### src/rtl/rv32imc_types.sv
// rtl/rv32imc_types.sv - shared types and config register addresses for the interrupt controller
package rv32imc_types;

  typedef enum logic [1:0] {INT_IDLE, INT_REQ, INT_ACTIVE} int_state_t;

  localparam logic [1:0] INT_CFG_MASK = 2'd0;
  localparam logic [1:0] INT_CFG_PEND = 2'd1;
  localparam logic [1:0] INT_CFG_STAT = 2'd2;

endpackage

### src/rtl/int_prio_enc.sv
// rtl/int_prio_enc.sv - combinational fixed-priority encoder, lowest set index wins
import rv32imc_types::*;

module int_prio_enc #(
  parameter int N = 8
) (
  input  logic [N-1:0] req,
  output logic         valid,
  output logic [4:0]   id
);

  // Scan from the top down so the lowest set index is the last assignment.
  always_comb begin
    valid = |req;
    id    = '0;
    for (int i = N - 1; i >= 0; i--) begin
      if (req[i]) id = 5'(i);
    end
  end

endmodule

### src/rtl/int_ctrl.sv
// rtl/int_ctrl.sv - pending/mask interrupt controller feeding the core; INT_CTRL_EDGE_DETECT_EN selects edge mode
import rv32imc_types::*;

module int_ctrl #(
  parameter int          NUM_IRQ    = 8,
  parameter logic [31:0] VEC_BASE   = 32'h0000_0100,
  parameter int          VEC_STRIDE = 4
) (
  input  logic               clk,
  input  logic               rst,
  input  logic [NUM_IRQ-1:0] irq,
  input  logic               cfg_we,
  input  logic [1:0]         cfg_addr,
  input  logic [31:0]        cfg_wdata,
  output logic [31:0]        cfg_rdata,
  output logic               signal_interrupt,
  output logic [31:0]        interrupt_PC,
  input  logic               int_accepted,
  input  logic               interrupt_serviced,
  output logic               irq_active,
  output logic [4:0]         active_id
);

  int_state_t         state, state_next;
  logic [NUM_IRQ-1:0] pending, mask, irq_event, clr, eligible;
  logic               sig_next, act_next, enc_valid;
  logic [31:0]        pc_next;
  logic [4:0]         id_next, enc_id;
  logic               unused_wdata;

  assign unused_wdata = ^cfg_wdata;

`ifdef INT_CTRL_EDGE_DETECT_EN
  logic [NUM_IRQ-1:0] irq_q;
  always_ff @(posedge clk) begin
    if (rst) irq_q <= '0;
    else     irq_q <= irq;
  end
  assign irq_event = irq & ~irq_q;
`else
  assign irq_event = irq;
`endif

  assign eligible = pending & mask;

  int_prio_enc #(.N(NUM_IRQ)) u_prio (
    .req   (eligible),
    .valid (enc_valid),
    .id    (enc_id)
  );

  always_comb begin
    clr = '0;
    if (cfg_we && cfg_addr == INT_CFG_PEND) clr = cfg_wdata[NUM_IRQ-1:0];
    for (int i = 0; i < NUM_IRQ; i++) begin
      if (state == INT_REQ && int_accepted && active_id == 5'(i)) clr[i] = 1'b1;
    end
  end

  // Set is applied after clear so a same-cycle event always survives.
  always_ff @(posedge clk) begin
    if (rst) begin
      pending <= '0;
      mask    <= '0;
    end else begin
      pending <= (pending & ~clr) | irq_event;
      if (cfg_we && cfg_addr == INT_CFG_MASK) mask <= cfg_wdata[NUM_IRQ-1:0];
    end
  end

  always_comb begin
    state_next = state;
    sig_next   = signal_interrupt;
    pc_next    = interrupt_PC;
    act_next   = irq_active;
    id_next    = active_id;
    case (state)
      INT_IDLE: begin
        if (enc_valid) begin
          state_next = INT_REQ;
          sig_next   = 1'b1;
          pc_next    = VEC_BASE + 32'(enc_id) * 32'(VEC_STRIDE);
          id_next    = enc_id;
        end
      end
      INT_REQ: begin
        if (int_accepted) begin
          state_next = INT_ACTIVE;
          sig_next   = 1'b0;
          act_next   = 1'b1;
        end
      end
      INT_ACTIVE: begin
        if (interrupt_serviced) begin
          state_next = INT_IDLE;
          act_next   = 1'b0;
          id_next    = '0;
        end
      end
      default: state_next = INT_IDLE;
    endcase
  end

  always_ff @(posedge clk) begin
    if (rst) begin
      state            <= INT_IDLE;
      signal_interrupt <= 1'b0;
      interrupt_PC     <= '0;
      irq_active       <= 1'b0;
      active_id        <= '0;
    end else begin
      state            <= state_next;
      signal_interrupt <= sig_next;
      interrupt_PC     <= pc_next;
      irq_active       <= act_next;
      active_id        <= id_next;
    end
  end

  always_comb begin
    cfg_rdata = '0;
    case (cfg_addr)
      INT_CFG_MASK: cfg_rdata[NUM_IRQ-1:0] = mask;
      INT_CFG_PEND: cfg_rdata[NUM_IRQ-1:0] = pending;
      INT_CFG_STAT: cfg_rdata = {24'b0, irq_active, signal_interrupt, 1'b0, active_id};
      default:      cfg_rdata = '0;
    endcase
  end

endmodule
### config.mk
export PLATFORM = sky130hd
export DESIGN_NAME = int_ctrl
export DESIGN_NICKNAME = d
export VERILOG_FILES = /design/src/rtl/rv32imc_types.sv /design/src/rtl/int_prio_enc.sv /design/src/rtl/int_ctrl.sv
export SDC_FILE = /design/constraint.sdc
export NUM_CORES = 1
export LEC_CHECK = 0
export ABC_AREA = 1
export BUFFER_PORTS_ARGS = -buffer_cell sky130_fd_sc_hd__clkbuf_2
export CORE_MARGIN = 2
export CORE_UTILIZATION = 46
export CTS_BUF_LIST = sky130_fd_sc_hd__clkbuf_4
export DETAILED_ROUTE_END_ITERATION = 16
export PLACE_DENSITY_LB_ADDON = 0.05
export SYNTH_ARGS = -nofsm -noshare
export SYNTH_HDL_FRONTEND = slang
export SYNTH_SLANG_ARGS = --single-unit
### constraint.sdc
create_clock -name clk -period 1.9 [get_ports clk]
set_clock_uncertainty 0.05 [all_clocks]
set_input_delay 0.285 -clock clk [delete_from_list [all_inputs] [get_ports clk]]
set_output_delay 0.285 -clock clk [all_outputs]
set_load 0.01 [all_outputs]
==> results.md <==
* Pre-CTS setup slack at 437.7 ps
* Synthesis-to-layout area growth at 3.494%
* Peak Freq at 657.4 MHz
* Critical Path RT at roughly 1600 ps
* CP cell instances: nand2_1 -> nand3_1 -> clkbuf_2
* Starting DRT DRC Count at 42
* Peak supply drop at between 0.3 and 0.4 mV
* CP delay by family, top: flip-flops
* IO Count at 118
* Max-capacitance violation count at 0
* Static Leak at 0.8802 nW
* Final net count at roughly 330
* Die H at between 60 and 70 um
* Post-CTS Setup Bufs at 0
* Comb pwr share at about a fifth
* Proportion of power drawn by flip-flops and latches at a little under three fifths
* Startpoint Class: flop
* Number of global-route vias before repair at 1272
* Final Hold Fails at 0
* Distinct cells, synth at 21
* Clk sinks at 27
* Starting Density at 49.27%
* First-pass GRT wire length at around 5500 um
* H-tree levels at 1
* Final WS setup at ~380 ps
* Setup repair after global routing missed its margin: false
* Switching share of total power at about a third
* Final GP Congestion at between 0.7 and 0.8
* Total global-route track usage at roughly 17%
* ANT cells at 0
* Clk root buf: clkbuf_4
* Crit-path max FO at 8
* Register area share after synthesis at between 30% and 40%
* Pwr/cell area at just over 600 nW/um^2
* Cell Area, Synth at between 1500 and 2000 sq um
* Row count at 21
* HP Class: in2reg
* Clock transition at the registers of the reported paths at about 150 ps
* Hpwl dp at between 2000 and 3000 um
* Router iterations before antenna repair at 4
* Worst-Margin Slew at 555.1 ps
* Setup violations, final at 0
* Routed via count at roughly 1400
* IO Port Bufs at 39
* GRT overflow at 0
* Mapped Cells at about 240
* Synth Area per Inst at around 7 sq um
* Post-synthesis register bit count at 27
* Most common cell after layout, fill and taps aside: nand2_1
* CTS max path bufs at 2
* Final TNS setup at 0 ps
* Hold WS at around 100 ps
* Core area at between 3000 and 4000 sq um
* Detail Route Antenna Nets at 0
* Clock Latency Late Sink at 330 ps
* Total Wirelength at approximately 3400 um
* Initial antenna violation count at 0
* Setup crit end kind: output pin
* Total net switching power at 0.0003474 W
* WP buf/inv at 1
* Share of power burned in the clock network at between 20% and 30%
* Outcome: complete, no violations
* Rel. slew slack at approximately 63%
* Remaining DRCs at 0
* Post-CTS Resized at 0
* Share of cells above drive strength 1 at a little over a fifth
* Die width at around 64 um
* Fin crit period at 1521 ps
* Post-DR wirelength/cell at 10.49 um
* Commonest cells after routing, fill and taps aside: 61 x nand2_1, 54 x conb_1, 39 x clkbuf_2, 27 x dfxtp_1, 20 x a21oi_1
* Largest net degree at the start of global routing at 28
* Synthesis Warnings at 0
* Fin. max-slew vios at 0
* Hold_buf cts at 0
* Vias per cell at between 4 and 5
* CTS buffer count at 3
* Critical path's slowest cell: dfxtp_1
* Period utilization at between 80% and 90%
* Die area at between 4000 and 5000 sq um
* Worst path max stage delay at about 520 ps
* CTS tree: done
* Internal power at 0.0007377 W
* Arrival time worst endpoint at between 1000 and 1500 ps
* Critical path type: reg2out
## metrics by stage
step | cells | area, sq um | util, % | total power [W]
after floorplan | 291 | 1882 | - | 0.0008561
after global placement | 319 | 1714 | 50.18 | 0.0008366
after detailed placement | 319 | 1714 | 50.18 | 0.0008376
after CTS | 323 | 1742 | 50.99 | 0.001084
after global routing | 323 | 1742 | 50.99 | 0.001148
final | 323 | 1742 | 50.99 | 0.001085
## power groups by stage
stage | registers [W] | logic, W | clock network [W]
floorplan | 0.000633 | 0.000224 | 0
global placement | 0.000635 | 0.000202 | 0
detailed placement | 0.000635 | 0.000203 | 0
CTS | 0.000622 | 0.000204 | 0.000258
global route | 0.000627 | 0.000231 | 0.000290
finish | 0.000622 | 0.000204 | 0.000259
## path summary, 6_finish.rpt
check                                 endpoint                    startpoint  slack (ps)  depth (start not counted)
setup / recovery                  cfg_rdata[0]     active_id[0]$_SDFFE_PP0P_         380                          3
hold / removal           pending[1]$_SDFF_PP0_                        irq[1]         100                          3
setup reg to reg  interrupt_PC[3]$_SDFFE_PP0P_         pending[6]$_SDFF_PP0_         540                          8
hold reg to reg   interrupt_PC[8]$_SDFFE_PP0P_  interrupt_PC[8]$_SDFFE_PP0P_         420                          2
## synth_stat cells, drive strengths merged
library cell / number / share of area (%)
nand3: 9 / 2.7
buf: 56 / 25
nand3b: 1 / 0.45
a22o: 3 / 1.6
dfxtp: 27 / 32
a31oi: 8 / 3.0
clkbuf: 2 / 0.45
conb: 1 / 0.22
a21oi: 20 / 5.9
o21ai: 1 / 0.30
nand4: 8 / 3.0
nand2: 70 / 17
inv: 13 / 2.9
clkinv: 1 / 0.30
nor2: 18 / 4.9
## registers in the layout (all words and copies together) (netlist names)
name              count
pending               8
state                 2
signal_interrupt      1
active_id             3
mask                  8
irq_active            1
interrupt_PC          4
## per-layer routing
| layer | up-vias | track usage [%] | share of wire [%] |
|---|---|---|---|
| li1 | 738 | - | - |
| met1 | 631 | 22.54 | 45 |
| met2 | 68 | 27.34 | 45 |
| met3 | 4 | 3.125 | 8.8 |
| met4 | 0 | 5.585 | 0.91 |
| met5 | - | 0 | 0 |
## tightest hold or removal path, delay by kind of cell
family                 cells  cell delay (ps)
buffers and inverters      1               80
AOI/OAI and AO/OA          1               30
and+or+nand+nor            1               70
## layout make-up
type,count,area (sq um)
timing repair buffer,40,202.7
clock inverter,1,5.005
tap,46,57.56
fill,386,1674
sequential,27,540.5
multi-input combinational,192,859.6
inverter,14,53.80
clock buffer,3,22.52
## logic make-up (layout without fill, tap and decap cells)
group / Yosys count / in the layout / share of synthesized area [%]
buffers and inverters: 72 / 58 / 28.62
DFF: 27 / 27 / 32.12
other: 1 / 54 / 0.2228
AOI/OAI and AO/OA: 32 / 32 / 10.78
and+or+nand+nor: 106 / 106 / 28.25
No activity file was read; power rests on OpenSTA's default activity.
